==> config.mk <==
export PLATFORM = sky130hd
export DESIGN_NAME = reg_index_encoder
export DESIGN_NICKNAME = d
export VERILOG_FILES = /design/src/rtl/reg_index_encoder.sv
export SDC_FILE = /design/constraint.sdc
export NUM_CORES = 1
export LEC_CHECK = 0
export BUFFER_PORTS_ARGS = -buffer_cell sky130_fd_sc_hd__buf_2
export CORE_MARGIN = 4
export CORE_UTILIZATION = 35
export DETAILED_ROUTE_END_ITERATION = 10
export GPL_TIMING_DRIVEN = 0
export SETUP_SLACK_MARGIN = 0.1
export SLEW_MARGIN = 25
export SYNTH_ARGS = -nofsm -noshare
export SYNTH_HDL_FRONTEND = slang
export SYNTH_SLANG_ARGS = --single-unit
==> constraint.sdc <==
create_clock -name clock -period 14.6 [get_ports clock]
set_input_delay 2.19 -clock clock [delete_from_list [all_inputs] [get_ports clock]]
set_output_delay 2.19 -clock clock [all_outputs]
set_load 0.005 [all_outputs]
==> src/rtl/reg_index_encoder.sv <==
// Sequential 32-to-5 encoder: drains a register-set mask one index per handshake.
// Optional macro REG_ENC_MSB_FIRST_EN reverses the priority so the highest set bit goes first.
module reg_index_encoder (
  input  logic        clock,
  input  logic        ctrl_reset,
  input  logic        in_valid,
  output logic        in_ready,
  input  logic [31:0] in_vec,
  output logic        out_valid,
  input  logic        out_ready,
  output logic [4:0]  out_index,
  output logic        out_last,
  output logic [5:0]  pending
);

  typedef enum logic {IDLE, DRAIN} state_e;

  state_e      state_q, state_d;
  logic [31:0] pend_q, pend_d;
  logic [4:0]  idx;
  logic [5:0]  cnt;

  // Priority pick from registered state only, so the index holds during a stall.
  always_comb begin
    idx = '0;
`ifdef REG_ENC_MSB_FIRST_EN
    for (int i = 0; i < 32; i++)
      if (pend_q[i]) idx = 5'(i);
`else
    for (int i = 31; i >= 0; i--)
      if (pend_q[i]) idx = 5'(i);
`endif
  end

  always_comb begin
    cnt = '0;
    for (int i = 0; i < 32; i++)
      cnt = cnt + {5'b0, pend_q[i]};
  end

  always_comb begin
    state_d   = state_q;
    pend_d    = pend_q;
    in_ready  = 1'b0;
    out_valid = 1'b0;
    case (state_q)
      IDLE: begin
        in_ready = 1'b1;
        if (in_valid) begin
          pend_d = in_vec;
          if (in_vec != '0) state_d = DRAIN;
        end
      end
      DRAIN: begin
        out_valid = 1'b1;
        if (out_ready) begin
          pend_d = pend_q & ~(32'd1 << idx);
          if (pend_d == '0) state_d = IDLE;
        end
      end
      default: state_d = IDLE;
    endcase
  end

  assign out_index = idx;
  assign out_last  = (state_q == DRAIN) && (cnt == 6'd1);
  assign pending   = cnt;

  always_ff @(posedge clock) begin
    if (ctrl_reset) begin
      state_q <= IDLE;
      pend_q  <= '0;
    end else begin
      state_q <= state_d;
      pend_q  <= pend_d;
    end
  end

endmodule

==> results of run 1 <==
==> flip-flops by register name, indices dropped and copies added, names as in the netlist <==
register	count
pend_q	32
state_q	1
==> synthesized netlist by cell type, types with 2 or more instances <==
master / number
buf_2: 2
a311oi_1: 2
nand2b_1: 2
a221oi_2: 2
o21ai_0: 21
clkbuf_8: 3
or2_2: 2
xnor2_1: 3
o21a_1: 2
nor3_1: 9
or3_1: 4
nor2b_1: 4
a2111oi_0: 3
nand3_1: 10
mux2i_1: 5
a21o_1: 3
a22oi_1: 4
o31a_1: 3
inv_1: 44
a221oi_1: 13
nor3_2: 2
o211a_1: 2
o41ai_1: 2
a21oi_1: 26
a31oi_1: 3
fa_1: 24
nor2_1: 42
nor4_1: 13
o31ai_1: 7
dfxtp_1: 33
a211oi_1: 7
buf_6: 2
clkbuf_1: 9
ha_1: 7
a21oi_2: 2
nand4_1: 6
or4_1: 2
nand2_1: 34
==> logic make-up (layout without fill, tap and decap cells) <==
group / after synthesis / count (layout) / synth area share, %
AND/OR/NAND/NOR: 146 / 146 / 24.3
AO/OA/AOI/OAI: 118 / 118 / 26.7
buffers and inverters: 60 / 117 / 8.46
flip-flops: 33 / 33 / 20.5
adder cells (fa/ha/maj): 31 / 31 / 17.6
multiplexers: 5 / 5 / 1.55
XOR/XNOR: 3 / 3 / 0.815
==> per-stage QoR <==
stage                     area [um2]  util (%)  cells  setup WS (ns)
after floorplan                 3220         -    396           7.44
after global placement          3600      40.7    553           7.10
after detailed placement        3600      40.7    553           6.99
after CTS                       3680      41.6    561           6.69
after global routing            3680      41.6    561           6.41
final                           3680      41.6    561           6.72
==> worst max-delay path by stage <==
stage                                       start       end  slack, ns
after floorplan           pend_q[23]$_SDFFE_PP0P_  out_last       7.44
after global placement    pend_q[23]$_SDFFE_PP0P_  out_last       7.10
after detailed placement  pend_q[23]$_SDFFE_PP0P_  out_last       6.99
after CTS                 pend_q[23]$_SDFFE_PP0P_  out_last       6.69
after global routing      pend_q[23]$_SDFFE_PP0P_  out_last       6.41
final                     pend_q[23]$_SDFFE_PP0P_  out_last       6.72
==> placed cells by master, fill, tap and decap left out, drive strengths merged, types with 12 or more instances in the layout <==
cell	instances
inv	44
fa	24
nand2	36
o21ai	23
nor4	15
nor3	12
clkbuf	20
a221oi	15
buf	53
nor2	43
dfxtp	33
a21oi	29
==> critical path: stages, from the launching register on <==
cell     delay (ns)
dfxtp_1        0.50
inv_1          0.11
fa_1           0.53
fa_1           0.51
inv_1          0.05
fa_1           0.47
inv_1          0.05
fa_1           0.49
fa_1           0.51
fa_1           0.40
inv_1          0.06
ha_1           0.16
inv_1          0.06
fa_1           0.46
inv_1          0.09
a21o_1         0.11
a21oi_1        0.07
xnor2_1        0.14
or3_1          0.34
nor3_1         0.14
buf_2          0.14
==> layer usage <==
| metal | global-route usage (%) | up-vias |
|---|---|---|
| li1 | - | 1556 |
| met1 | 28.5 | 1605 |
| met2 | 33.8 | 165 |
| met3 | 2.67 | 46 |
| met4 | 9.69 | 0 |
| met5 | 0 | - |
==> power by group through the flow <==
stage          clock network (W)  logic, W  registers, W
6_report               0.0000681  0.000302      0.000110
5_1_grt                0.0000703  0.000342      0.000111
4_1_cts                0.0000673  0.000306      0.000109
3_5_place_dp                   0  0.000304      0.000111
3_3_place_gp                   0  0.000296      0.000111
2_1_floorplan                  0  0.000207      0.000106
==> cell type report <==
type	instances	area (um2)	share of cell area, %
Buffer	16	108	2.92
Clock buffer	8	80.1	2.17
Inverter	44	165	4.48
Multi-Input combinational cell	303	2290	62.2
Sequential cell	33	661	17.9
Tap cell	108	135	3.67
Timing Repair Buffer	49	245	6.66
==> run_results.csv, run 1 <==
group,metric,value,unit
cells_and_area,diodes,0,
worst_setup_path,critPathArrivalTime,5.69,ns
synthesis,synth_edf_count,0,
placed_design,place_congestion,0.976,
timing,setup_tns,0,ns
worst_setup_path,r2r-end,"state_q$_SDFF_PP0_",
power_and_ir_drop,leakagePower,1.50,nW
route,antenna_left,0,
clock_network,tritoncts,"done",
power_and_ir_drop,pwr-share-seq,22.9,%
cells_and_area,drive_above_1_share,19.4,%
cells_and_area,nets,519,
worst_setup_path,rrSetupSlack,11.40,ns
worst_setup_path,end_kind,"output pin",
clock_network,clock_tree.buffer_depth,2,
power_and_ir_drop,total_power,0.000480,W
floorplanning,core_area,8850,um2
cells_and_area,area_delta_synth_final,14.3,%
route,drc,0,
worst_setup_path,critPathLaunchType,"register",
synthesis,synth_area_leaders,"dfxtp_1 20%, fa_1 15%, inv_1 5.1%",
clock_network,clk_pin_slew,0.07,ns
global_route,grt_start_max_net_pins,11,
min_path,hold_end,"pend_q[27]$_SDFFE_PP0P_",
route,wl_met3,743,um
timing,timing.hold.ws,0.542,ns
global_route,antenna_found_initial,0,
global_route,grt_pass1_vias,3365,
route,via_per_inst,6.01,
synthesis,syn_inst,396,
power_and_ir_drop,peakVddDrop,84.4,uV
floorplanning,initial_core_util,36.4,%
power_and_ir_drop,p_int,0.000260,W
clock_network,ctsHoldBuffers,0,
synthesis,synth_nets,463,
placed_design,io_buffers,49,
placed_design,post-dp-hpwl,9.57,mm
route,drt-initial-drc-count,219,
clock_network,clk_latency,0.29,ns
route,drt-wirelength-per-cell,20.9,um
timing,slew_viol_final,0,
power_and_ir_drop,powerDensity,130,nW/um2
min_path,min_path_type,"reg -> reg",
floorplanning,die-width,104,um
timing,max_freq,0.127,GHz
min_path,hold_start,"pend_q[27]$_SDFFE_PP0P_",
clock_network,postCtsResizedCells,0,
synthesis,post-synth-top-area-cell,"dfxtp_1",
clock_network,cts-root-buf,"clkbuf_8",
timing,finalHoldViolations,0,
synthesis,yosys.area.top_type_share,20.5,%
power_and_ir_drop,power_switching,0.000220,W
timing,max-slew-margin-rel,39.1,%
timing,period_minus_slack,7.88,ns
floorplanning,fp-row-count,34,
synthesis,synth.distinct_cells,70,
job,cap_violations,0,
synthesis,synth_ff_type,"dfxtp_1",
synthesis,synth-async-reset-ratio,0,%
synthesis,avgSynthCellArea,8.14,um2
route,via_count,3372,
floorplanning,io_pins,50,
clock_network,cts_setup_buffers,0,
global_route,gr-total-overflow,0,
route,drt_wl_total,11.7,mm
floorplanning,die_h,104,um
min_path,hold_depth,2,
power_and_ir_drop,switching_share,45.9,%
timing,fin_skew,0.0116,ns
worst_setup_path,reg2reg_from,"pend_q[31]$_SDFFE_PP0P_",
cells_and_area,nFillCells,946,
clock_network,clock-sinks,33,
global_route,grt_usage,21.2,%
worst_setup_path,critPathRequiredTime,12.41,ns
route,wl_met2,5.24,mm
synthesis,ys_warn_count,0,
global_route,grt_first_pass_wirelength,18.4,mm
floorplanning,die_area,10800,um2
synthesis,yosys_register_bits,33,
timing,setup_viol,0,
timing,rsz0062_at_grt,"no",
power_and_ir_drop,p_comb_share,63.0,%
clock_network,htreeDepth,2,
power_and_ir_drop,clock_power_share,14.2,%
timing,min_period_over_period,54.0,%
route,firstDrtPassIters,5,
synthesis,syn-cell-area,3220,um2
clock_network,numCtsBuffers,5,
route,m1WireLength,5.27,mm
worst_setup_path,critical_path_class,"reg -> out",
worst_setup_path,reg2reg_depth,10,
timing,worst_pin_slew,0.913,ns
outcome,outcome,"finished, final reports clean",
route,top_layer_used,"met4",
synthesis,ys_seq_area_share,20.5,%
worst_setup_path,crit_fanout,8,
No activity file was read; power rests on OpenSTA's default activity.
==> inputs of run 2 (changes only) <==
- ABC_AREA: default -> 1
- clock period: 14.6 -> 7.2 ns (I/O delays scaled with it)
==> run 2 against run 1 <==
Register-to-register slack worse by 7.5 ns. Synthesized cell count up 19%. Critical endpoint unchanged. Combinational power rose to 3.2 times the previous value. Largest cell class unchanged. Utilization down 0.32 points.
==> run_results.csv, run 2 <==
group,metric,value,unit
route,antenna_left,0,
clock_network,clock-sinks,33,
synthesis,syn_inst,473,
global_route,grt_pass1_vias,3193,
clock_network,cts_setup_buffers,0,
global_route,gr-total-overflow,0,
placed_design,io_buffers,49,
power_and_ir_drop,total_power,0.00135,W
timing,timing.hold.ws,0.527,ns
floorplanning,die_h,103,um
clock_network,clock_tree.buffer_depth,2,
floorplanning,fp-row-count,34,
clock_network,clk_pin_slew,0.07,ns
cells_and_area,drive_above_1_share,13.6,%
power_and_ir_drop,powerDensity,374,nW/um2
cells_and_area,largest_register,"pend_q",
global_route,grt_usage,20.1,%
synthesis,avgSynthCellArea,6.63,um2
worst_setup_path,crit_buf_inv,7,
placed_design,dpl_cell_area,3520,um2
power_and_ir_drop,pwr-share-seq,17.5,%
worst_setup_path,reg2reg_depth,39,
worst_setup_path,slowest_stage,"fa_1",
worst_setup_path,cpPeakStageDelay,0.53,ns
route,drt-wirelength-per-cell,16.3,um
floorplanning,die_area,10500,um2
route,drt-initial-drc-count,249,
cells_and_area,reg.largest.list,"pend_q: 32 flops, state_q: 1 flops",
power_and_ir_drop,p_comb_share,71.7,%
power_and_ir_drop,p_int,0.000696,W
synthesis,post-synth-top-area-cell,"dfxtp_1",
global_route,grt_first_pass_wirelength,16.2,mm
placed_design,place_congestion,0.966,
timing,setup_tns,0,ns
worst_setup_path,critical_path_class,"reg -> out",
synthesis,yosys_register_bits,33,
clock_network,htreeDepth,2,
floorplanning,io_pins,50,
timing,fin_skew,0.00470,ns
cells_and_area,final_common_cell,"nand2_1",
global_route,antenna_found_initial,0,
route,drc,0,
synthesis,synth.most_common_cell,"nand2_1",
timing,max-slew-margin-rel,41.5,%
cells_and_area,largest_reg_flops,32,
worst_setup_path,rrSetupSlack,3.88,ns
synthesis,synth_edf_count,0,
cells_and_area,nets,596,
timing,max_freq,0.155,GHz
placed_design,post-dp-hpwl,8.68,mm
timing,worst_pin_slew,0.870,ns
cells_and_area,fin_area,3600,um2
clock_network,postCtsResizedCells,0,
route,via_count,3376,
timing,min_period_over_period,89.4,%
worst_setup_path,critPathRequiredTime,6.12,ns
timing,setup_viol,0,
cells_and_area,diodes,0,
worst_setup_path,cp_common_cell,"fa_1",
min_path,hold_depth,2,
cells_and_area,area_delta_synth_final,14.9,%
synthesis,synth-async-reset-ratio,0,%
timing,finalHoldViolations,0,
synthesis,syn-cell-area,3140,um2
job,cap_violations,0,
worst_setup_path,worstPathCellList,"inv_1 > fa_1 > fa_1 > inv_1 > fa_1 > inv_1 > fa_1 > fa_1 > fa_1 > inv_1 > ha_1 > inv_1 > fa_1 > inv_1 > nor3_1 > nand2_1 > nor4_1 > buf_2",
synthesis,ys_warn_count,0,
clock_network,numCtsBuffers,5,
route,drt_wl_total,10.4,mm
clock_network,ctsHoldBuffers,0,
worst_setup_path,reg2reg_from,"pend_q[29]$_SDFFE_PP0P_",
synthesis,synth_nets,540,
global_route,grt_start_max_net_pins,11,
worst_setup_path,crit_fanout,4,
outcome,outcome,"finished, final reports clean",
cells_and_area,final_cell_mix,"114 x nand2_1, 66 x inv_1, 49 x buf_2",
route,via_per_inst,5.30,
worst_setup_path,r2r-end,"state_q$_SDFF_PP0_",
power_and_ir_drop,peakVddDrop,237,uV
timing,slew_viol_final,0,
min_path,hold_start,"pend_q[23]$_SDFFE_PP0P_",
worst_setup_path,critPathLaunchType,"register",
clock_network,tritoncts,"done",
power_and_ir_drop,clock_power_share,10.8,%
route,firstDrtPassIters,5,
worst_setup_path,end_kind,"output pin",
clock_network,cts-root-buf,"clkbuf_8",
synthesis,synth_ff_type,"dfxtp_1",
worst_setup_path,crit_family,"adder cells",
min_path,hold_end,"pend_q[23]$_SDFFE_PP0P_",
clock_network,clk_latency,0.29,ns
timing,period_minus_slack,6.44,ns
floorplanning,die-width,103,um
synthesis,ys_seq_area_share,21.1,%
synthesis,yosys.area.top_type_share,21.1,%
timing,rsz0062_at_grt,"no",
synthesis,synth_area_leaders,"dfxtp_1 21%, fa_1 15%, nand2_1 14%",
worst_setup_path,critPathArrivalTime,5.36,ns
power_and_ir_drop,leakagePower,1.66,nW
synthesis,synth.distinct_cells,36,
floorplanning,initial_core_util,36.0,%
worst_setup_path,startpoint,"pend_q[23]$_SDFFE_PP0P_",
min_path,min_path_type,"reg -> reg",
synthesis,ys_top_cells_by_count,"114 x nand2_1, 66 x inv_1, 38 x a21oi_1",
power_and_ir_drop,power_switching,0.000651,W
power_and_ir_drop,switching_share,48.3,%
floorplanning,core_area,8720,um2
## run 2: changes by cell type after synthesis, sizes merged, moves of 6 or more
cell	before	now
nor3	12	6
a211oi	7	1
o21ai	23	63
nand3	11	20
inv	44	69
nand2	36	119
a221oi	15	0
a21oi	29	39
o31ai	7	1
nor2	43	33
## run 2: power by group through the flow
stage / clock, W / sequential [W] / combinational (W)
after floorplan: 0 / 0.000224 / 0.000680
after global placement: 0 / 0.000240 / 0.000946
after detailed placement: 0 / 0.000240 / 0.000981
after CTS: 0.000148 / 0.000235 / 0.000984
after global routing: 0.000152 / 0.000238 / 0.00111
final: 0.000145 / 0.000236 / 0.000966
## run 2: worst max path at each step
stage	to	slack [ns]	depth (start not counted)
global route	out_last	0.46	18
detailed placement	out_last	1.03	18
global placement	out_last	1.15	18
floorplan	out_last	1.43	17
CTS	out_last	0.71	18
finish	out_last	0.76	18
## run 2: area by class of cell
cell class | count | area (um2)
buffer | 18 | 67.6
sequential | 33 | 661
timing repair buffer | 49 | 245
inverter | 71 | 267
clock buffer | 7 | 86.3
tap | 108 | 135
fill | 949 | 5120
multi-input combinational | 351 | 2140
## run 2: routing by layer
metal / part of all wire, % / GRT usage, % / vias up
met5: 0 / 0 / -
met4: 2.7 / 6.86 / 0
met3: 6.5 / 2.64 / 20
met2: 47 / 33.8 / 134
met1: 44 / 26.7 / 1555
li1: - / - / 1667
## run 2: kinds of logic (layout without fill, tap and decap cells)
| kind of cell | after synthesis | count (layout) | share of synthesized area, % |
|---|---|---|---|
| compound gates | 119 | 119 | 20.6 |
| fa+ha+maj | 31 | 31 | 18.1 |
| simple gates | 198 | 198 | 28.8 |
| flops | 33 | 33 | 21.1 |
| buf+inv | 89 | 145 | 10.7 |
| xor+xnor | 3 | 3 | 0.838 |
## run 2: metrics by stage
step	util (%)	instances	setup slack, ns
global route	41.3	637	0.465
finish	41.3	637	0.764
detailed placement	40.3	630	1.03
CTS	41.3	637	0.710
global placement	40.3	630	1.15
floorplan	-	473	1.43
## run 2: worst min-delay path, stage by stage, from the launching register on
cell	delay [ns]
dfxtp_1	0.35
nand2_1	0.08
a21oi_1	0.06
